$ cat src/rtl/mem2_writeback_buffer_if.sv
// mem2_writeback_buffer_if: MEM2 capture, RF write port and forwarding signals of the write-back buffer
interface mem2_writeback_buffer_if #(
   parameter int DATA_WIDTH = 64,
   parameter int REG_INDEX_BITS = 5,
   parameter int THREAD_INDEX_BITS = 3,
   parameter int DEPTH = 4
);
   logic                         in_write_back_flag;
   logic [REG_INDEX_BITS-1:0]    in_reg_index;
   logic [THREAD_INDEX_BITS-1:0] in_thread_index;
   logic [DATA_WIDTH-1:0]        in_data;
   logic                         out_stall;
   logic                         rf_wr_en;
   logic [THREAD_INDEX_BITS-1:0] rf_wr_thread;
   logic [REG_INDEX_BITS-1:0]    rf_wr_index;
   logic [DATA_WIDTH-1:0]        rf_wr_data;
   logic                         rf_wr_grant;
   logic [THREAD_INDEX_BITS-1:0] fwd_thread;
   logic [REG_INDEX_BITS-1:0]    fwd_reg_index;
   logic                         fwd_hit;
   logic [DATA_WIDTH-1:0]        fwd_data;
   logic [$clog2(DEPTH):0]       occupancy;
   logic                         overflow_err;
   modport master (
      output in_write_back_flag, in_reg_index, in_thread_index, in_data,
             rf_wr_grant, fwd_thread, fwd_reg_index,
      input  out_stall, rf_wr_en, rf_wr_thread, rf_wr_index, rf_wr_data,
             fwd_hit, fwd_data, occupancy, overflow_err
   );
   modport slave (
      input  in_write_back_flag, in_reg_index, in_thread_index, in_data,
             rf_wr_grant, fwd_thread, fwd_reg_index,
      output out_stall, rf_wr_en, rf_wr_thread, rf_wr_index, rf_wr_data,
             fwd_hit, fwd_data, occupancy, overflow_err
   );
endinterface

$ cat src/rtl/mem2_writeback_buffer.sv
// mem2_writeback_buffer: in-order write-back FIFO draining to the RF port, with newest-first forwarding
module mem2_writeback_buffer #(
   parameter int DATA_WIDTH = 64,
   parameter int REG_INDEX_BITS = 5,
   parameter int THREAD_INDEX_BITS = 3,
   parameter int DEPTH = 4
) (
   input logic clk,
   input logic reset,
   mem2_writeback_buffer_if.slave wb
);
   localparam int PW = $clog2(DEPTH);
   localparam int CW = PW + 1;
   logic [THREAD_INDEX_BITS-1:0] thread_q [DEPTH];
   logic [REG_INDEX_BITS-1:0]    reg_q [DEPTH];
   logic [DATA_WIDTH-1:0]        data_q [DEPTH];
   logic [PW-1:0]                wr_ptr, rd_ptr, idx;
   logic [CW-1:0]                occ;
   logic                         ovf, push, pop, full, accept, hit;
   logic [DATA_WIDTH-1:0]        hit_data;
   assign push = wb.in_write_back_flag && wb.in_reg_index != '0;
   assign full = occ == CW'(DEPTH);
   assign pop = wb.rf_wr_en && wb.rf_wr_grant;
   // a same-cycle pop frees the slot, so a push into a full FIFO still lands
   assign accept = push && (!full || pop);
   assign wb.rf_wr_en = occ != '0;
   assign wb.rf_wr_thread = thread_q[rd_ptr];
   assign wb.rf_wr_index = reg_q[rd_ptr];
   assign wb.rf_wr_data = data_q[rd_ptr];
   assign wb.out_stall = occ >= CW'(DEPTH - 1);
   assign wb.occupancy = occ;
   assign wb.overflow_err = ovf;
   assign wb.fwd_hit = hit;
   assign wb.fwd_data = hit_data;
   always_ff @(posedge clk) begin
      if (reset) begin
         wr_ptr <= '0;
         rd_ptr <= '0;
         occ <= '0;
         ovf <= 1'b0;
      end else begin
         wr_ptr <= accept ? wr_ptr + 1'b1 : wr_ptr;
         rd_ptr <= pop ? rd_ptr + 1'b1 : rd_ptr;
         occ <= occ + CW'(accept) - CW'(pop);
         ovf <= ovf || (push && full && !pop);
      end
   end
   always_ff @(posedge clk) begin
      if (accept) begin
         thread_q[wr_ptr] <= wb.in_thread_index;
         reg_q[wr_ptr] <= wb.in_reg_index;
         data_q[wr_ptr] <= wb.in_data;
      end
   end
   // scan oldest to newest so later matches override; r0 is never stored, so a r0 query cannot hit
   always_comb begin
      hit = 1'b0;
      hit_data = '0;
      idx = '0;
      for (int i = 0; i < DEPTH; i++) begin
         idx = rd_ptr + PW'(i);
         if (CW'(i) < occ && thread_q[idx] == wb.fwd_thread && reg_q[idx] == wb.fwd_reg_index) begin
            hit = 1'b1;
            hit_data = data_q[idx];
         end
      end
      if (push && wb.in_thread_index == wb.fwd_thread && wb.in_reg_index == wb.fwd_reg_index) begin
         hit = 1'b1;
         hit_data = wb.in_data;
      end
   end
endmodule
$ cat src/flat_wrapper.sv
// flat-port wrapper written by rule: the top's interface ports become plain ports
module mem2_writeback_buffer_flat 
#(
   parameter int DATA_WIDTH = 64,
   parameter int REG_INDEX_BITS = 5,
   parameter int THREAD_INDEX_BITS = 3,
   parameter int DEPTH = 4
)
  (clk, reset, wb_in_write_back_flag, wb_in_reg_index, wb_in_thread_index, wb_in_data, wb_rf_wr_grant, wb_fwd_thread, wb_fwd_reg_index, wb_out_stall, wb_rf_wr_en, wb_rf_wr_thread, wb_rf_wr_index, wb_rf_wr_data, wb_fwd_hit, wb_fwd_data, wb_occupancy, wb_overflow_err);
  mem2_writeback_buffer_if #(.DATA_WIDTH(DATA_WIDTH), .REG_INDEX_BITS(REG_INDEX_BITS), .THREAD_INDEX_BITS(THREAD_INDEX_BITS), .DEPTH(DEPTH)) wb_i ();
  input logic clk;
  input logic reset;
  input wire logic [$bits(wb_i.in_write_back_flag)-1:0] wb_in_write_back_flag;
  input wire logic [$bits(wb_i.in_reg_index)-1:0] wb_in_reg_index;
  input wire logic [$bits(wb_i.in_thread_index)-1:0] wb_in_thread_index;
  input wire logic [$bits(wb_i.in_data)-1:0] wb_in_data;
  input wire logic [$bits(wb_i.rf_wr_grant)-1:0] wb_rf_wr_grant;
  input wire logic [$bits(wb_i.fwd_thread)-1:0] wb_fwd_thread;
  input wire logic [$bits(wb_i.fwd_reg_index)-1:0] wb_fwd_reg_index;
  output wire logic [$bits(wb_i.out_stall)-1:0] wb_out_stall;
  output wire logic [$bits(wb_i.rf_wr_en)-1:0] wb_rf_wr_en;
  output wire logic [$bits(wb_i.rf_wr_thread)-1:0] wb_rf_wr_thread;
  output wire logic [$bits(wb_i.rf_wr_index)-1:0] wb_rf_wr_index;
  output wire logic [$bits(wb_i.rf_wr_data)-1:0] wb_rf_wr_data;
  output wire logic [$bits(wb_i.fwd_hit)-1:0] wb_fwd_hit;
  output wire logic [$bits(wb_i.fwd_data)-1:0] wb_fwd_data;
  output wire logic [$bits(wb_i.occupancy)-1:0] wb_occupancy;
  output wire logic [$bits(wb_i.overflow_err)-1:0] wb_overflow_err;
  assign wb_i.in_write_back_flag = wb_in_write_back_flag;
  assign wb_i.in_reg_index = wb_in_reg_index;
  assign wb_i.in_thread_index = wb_in_thread_index;
  assign wb_i.in_data = wb_in_data;
  assign wb_i.rf_wr_grant = wb_rf_wr_grant;
  assign wb_i.fwd_thread = wb_fwd_thread;
  assign wb_i.fwd_reg_index = wb_fwd_reg_index;
  assign wb_out_stall = wb_i.out_stall;
  assign wb_rf_wr_en = wb_i.rf_wr_en;
  assign wb_rf_wr_thread = wb_i.rf_wr_thread;
  assign wb_rf_wr_index = wb_i.rf_wr_index;
  assign wb_rf_wr_data = wb_i.rf_wr_data;
  assign wb_fwd_hit = wb_i.fwd_hit;
  assign wb_fwd_data = wb_i.fwd_data;
  assign wb_occupancy = wb_i.occupancy;
  assign wb_overflow_err = wb_i.overflow_err;
  mem2_writeback_buffer #(.DATA_WIDTH(DATA_WIDTH), .REG_INDEX_BITS(REG_INDEX_BITS), .THREAD_INDEX_BITS(THREAD_INDEX_BITS), .DEPTH(DEPTH)) u_core (.clk(clk), .reset(reset), .wb(wb_i));
endmodule
$ cat config.mk
export PLATFORM = sky130hd
export DESIGN_NAME = mem2_writeback_buffer_flat
export DESIGN_NICKNAME = d
export VERILOG_FILES = /design/src/rtl/mem2_writeback_buffer_if.sv /design/src/rtl/mem2_writeback_buffer.sv /design/src/flat_wrapper.sv
export SDC_FILE = /design/constraint.sdc
export NUM_CORES = 1
export LEC_CHECK = 0
export BUFFER_PORTS_ARGS = -buffer_cell sky130_fd_sc_hd__buf_2
export CORE_MARGIN = 8
export CORE_UTILIZATION = 30
export DETAILED_ROUTE_END_ITERATION = 10
export PLACE_DENSITY_LB_ADDON = 0.05
export SLEW_MARGIN = 20
export SYNTH_ARGS = -nofsm -noshare
export SYNTH_HDL_FRONTEND = slang
export SYNTH_SLANG_ARGS = --single-unit
$ cat constraint.sdc
create_clock -name clk -period 3.4 [get_ports clk]
set_input_delay 0.17 -clock clk [delete_from_list [all_inputs] [get_ports clk]]
set_output_delay 0.17 -clock clk [all_outputs]
set_load 0.005 [all_outputs]
==> qor.csv <==
stage,metric,value,unit
global_routing,gr-total-overflow,0,
run_status,status,finished with violations,
global_routing,grt_util_all_layers,0.194,
timing,setup_ws,-253,ps
drt,wire_per_inst,30.3,µm
synth,synthCells,1230,
placement,place_area,22300,µm²
hold_path,min_from,wb_in_write_back_flag,
power_and_ir_drop,power_frac_seq,0.312,
synth,syn_area,19800,µm²
die,die_y,273,µm
worst_setup_path,startpoint_type,register,
worst_setup_path,ff2ff_path_depth,5,
worst_setup_path,timing.rr.end,u_core.data_q[0][31]$_DFFE_PP_,
synth,ys_types,47,
cts,root_buffer,clkbuf_16,
global_routing,grt_pass1_vias,15100,
global_routing,grt_pass1_wl,107000,µm
drt,met3_wirelength,4970,µm
worst_setup_path,cp_data_arrival_time,3480,ps
cts,clkTransAtPathRegs,60,ps
timing,slew_headroom,0.371,
synth,synthArstFlopShare,0,
placement,gp_congestion,0.763,
timing,finalMaxSlewViolations,0,
placement,dp_slack,-68.4,ps
drt,wl_met2,36700,µm
drt,top_layer,met4,
run_status,violations,setup timing,
worst_setup_path,endpoint_kind,primary output,
placement,post-place-cells,2245,
timing,finalSetupViolations,65,
cts,clk_latency,570,ps
job,cap_violations,0,
timing,finalCritPeriodShare,1.07,
finish,finish.instance_area,26500,µm²
worst_setup_path,crit-reg2reg-launch,u_core.wb.occupancy[2]$_SDFF_PP0_,
synth,yosysSeqAreaShare,0.447,
drt,drtIter0Drc,1431,
finish,finalNonFillerCells,2472,
drt,post-route-drc-count,0,
worst_setup_path,cp_common_cell,buf_12,
power_and_ir_drop,swShare,0.315,
power_and_ir_drop,combPwrFrac,0.401,
synth,synth_ff_type,edfxtp_1,
power_and_ir_drop,intPower,10.2,mW
worst_setup_path,crit_required,3230,ps
synth,syn_area_per_cell,16.1,µm²
cts,htree_levels,2,
synth,yosys_warnings,0,
hold_path,min_to,u_core.wb.overflow_err$_SDFF_PP0_,
die,ios,227,
synth,synth_edf_count,288,
power_and_ir_drop,finalPower,14.9,mW
placement,hpwl,43100,µm
drt,drtAntennaViolNets,0,
global_routing,grt_max_degree,114,
die,coreArea,65500,µm²
timing,clock.fmax,0.274,GHz
worst_setup_path,crit_slowest_cell,mux4_2,
drt,via_per_inst,5.88,
die,die-area,74400,µm²
power_and_ir_drop,clkPwrFrac,0.287,
placement,port_buffers,226,
worst_setup_path,crit_path_max_incr_delay,560,ps
die,die_w,273,µm
timing,tns,-10600,ps
die,row_count,94,
timing,rsz0062_at_grt,yes,
cts,clockBufferDepth,3,
timing,fin_skew,25.6,ps
worst_setup_path,cp_cell_sequence,buf_6 > mux4_2 > xnor2_2 > nand3_2 > a2111oi_4 > buf_4 > buf_12 > buf_12 > buf_12 > a311oi_1 > o31ai_2 > buf_2,
synth,syn_nets,1323,
worst_setup_path,r2r_setup_slack,1140,ps
finish,nNetsFinal,1672,
finish,area_delta_synth_final,33.8,%
cts,cts_buffers,37,
timing,worst_slew_pin_slew,943,ps
worst_setup_path,critical_path_class,register to primary output,
finish,fillers,5998,
power_and_ir_drop,p_switching,4.71,mW
hold_path,hp-class,input port to register,
drt,drt-pass1-iter-count,5,
drt,vias,14500,
cts,cts.sinks,298,
timing,fin_crit,3650,ps
finish,multi_input_area,10900,µm²
power_and_ir_drop,powerDensity,564,nW/µm²
drt,met1_length,31200,µm
global_routing,antenna_found_initial,3,
power_and_ir_drop,power_leakage,9.11,nW
die,start_util,0.302,
cts,cts_tree,yes,
finish,layout-drive-gt1-share,0.555,
hold_path,hold_depth,6,
drt,routed_wl,74800,µm
timing,hold_viol_final,0,
finish,seqCellArea,8870,µm²
worst_setup_path,critPathMaxFanout,7,
synth,ys_ff_latch,298,
power_and_ir_drop,irDropWorstVdd,0.491,mV
sequential cells by signal (all words and copies together), names as in the netlist, named ones only:
register,count
u_core.thread_q,12
u_core.wb.occupancy,3
u_core.data_q,256
u_core.reg_q,20
u_core.wb.overflow_err,1
u_core.rd_ptr,2
u_core.wr_ptr,2
area by class of cell:
| type | instances | share of cell area |
|---|---|---|
| Antenna cell | 1 | 0.0000945 |
| Clock buffer | 41 | 0.0355 |
| Clock inverter | 26 | 0.0134 |
| Inverter | 8 | 0.00113 |
| Multi-Input combinational cell | 782 | 0.413 |
| Sequential cell | 298 | 0.335 |
| Tap cell | 864 | 0.0408 |
| Timing Repair Buffer | 452 | 0.161 |
power by group through the flow:
stage	registers (mW)	logic [mW]	clock network (mW)
6_report	4.66	5.99	4.30
5_1_grt	4.69	6.45	4.54
4_1_cts	4.65	6.00	4.42
3_5_place_dp	4.76	5.39	0
3_3_place_gp	4.75	5.39	0
2_1_floorplan	4.61	3.85	0
synthesized netlist by cell type, types with 3 or more instances:
| master | count | area, µm² |
|---|---|---|
| a21oi_1 | 3 | 15.0 |
| a311oi_1 | 64 | 561 |
| a31oi_1 | 28 | 175 |
| and2_1 | 33 | 206 |
| and3_1 | 63 | 394 |
| buf_1 | 25 | 93.8 |
| buf_2 | 40 | 200 |
| buf_4 | 11 | 82.6 |
| buf_6 | 9 | 101 |
| clkbuf_1 | 54 | 203 |
| dfxtp_1 | 10 | 200 |
| edfxtp_1 | 288 | 8650 |
| ha_1 | 8 | 100 |
| inv_1 | 8 | 30.0 |
| mux2i_1 | 6 | 60.1 |
| mux4_1 | 7 | 184 |
| mux4_2 | 278 | 6260 |
| nand2_1 | 45 | 169 |
| nand4_1 | 4 | 25.0 |
| nor2_1 | 73 | 274 |
| nor4_1 | 3 | 18.8 |
| o2bb2a_1 | 35 | 350 |
| o31ai_1 | 3 | 22.5 |
| o31ai_2 | 60 | 751 |
| or4_1 | 3 | 22.5 |
| xnor2_1 | 29 | 254 |
| xnor2_2 | 3 | 48.8 |
| xor2_1 | 11 | 96.3 |
repair_timing:
action	4_1_cts	5_1_grt
gates resized for setup	150	42
endpoints found under the hold margin	298	0
pin swaps	24	37
hold buffers	74	0
setup buffers	47	18
cloned	19	4
endpoints found under the setup margin	65	65
routing by layer:
layer / up-vias / track usage
met5: - / 0
met4: 0 / 0.0537
met3: 110 / 0.0385
met2: 638 / 0.321
met1: 7751 / 0.259
li1: 6036 / -
kinds of logic (layout without fill, tap and decap cells):
kind of cell | Yosys count | in the layout | share of synthesized area
DFF | 298 | 298 | 0.447
muxes | 292 | 292 | 0.329
and+or+nand+nor | 239 | 239 | 0.0619
AOI/OAI and AO/OA | 199 | 199 | 0.0974
buffers and inverters | 150 | 527 | 0.0376
xor gates and xnor gates | 43 | 43 | 0.0202
adders and majority gates | 9 | 9 | 0.00607
other | 0 | 1 | 0
placed cells by master (no fill, tap or decap), types with 6 or more instances in the layout:
cell type / Yosys / final
edfxtp_1: 288 / 288
mux4_2: 278 / 283
buf_2: 40 / 226
dlygate4sd3_1: 0 / 74
nor2_1: 73 / 64
and3_1: 63 / 60
o31ai_2: 60 / 55
buf_4: 11 / 49
buf_12: 1 / 46
nand2_1: 45 / 42
clkbuf_16: 0 / 40
a311oi_1: 64 / 32
and2_1: 33 / 29
a31oi_1: 28 / 26
buf_6: 9 / 24
buf_16: 0 / 24
a311oi_2: 0 / 23
xnor2_1: 29 / 19
o2bb2a_2: 0 / 17
xnor2_2: 3 / 12
o2bb2a_1: 35 / 9
a311oi_4: 0 / 9
o2bb2a_4: 0 / 9
bufinv_16: 0 / 9
nor2_2: 0 / 8
inv_1: 8 / 8
xor2_1: 11 / 8
clkinv_1: 0 / 8
ha_1: 8 / 7
mux2i_1: 6 / 6
o31ai_4: 0 / 6
clkinv_2: 0 / 6
worst max path at each step:
stage / slack [ps] / to / startpoint
after floorplan: 430 / u_core.data_q[1][0]$_DFFE_PP_ / u_core.wb.occupancy[2]$_SDFF_PP0_
after global placement: -90 / wb_fwd_data[63] / u_core.rd_ptr[0]$_SDFFE_PP0P_
after detailed placement: -70 / wb_fwd_data[63] / u_core.rd_ptr[0]$_SDFFE_PP0P_
after CTS: -260 / wb_fwd_data[63] / register
after global routing: -380 / wb_fwd_data[4] / register
final: -250 / wb_fwd_data[1] / register
through the flow:
stage	utilization	hold WS [ps]
floorplan	-	269
global placement	0.340	406
detailed placement	0.340	406
CTS	0.397	135
global route	0.404	197
finish	0.404	179
worst max-delay path: cells and delay by family (launching register included):
family,cells,cell delay (ps)
buf+inv,6,890
compound gates,3,700
mux,1,560
flops,1,430
xor+xnor,1,210
simple gates,1,130
(Power assumes the default switching activity.)
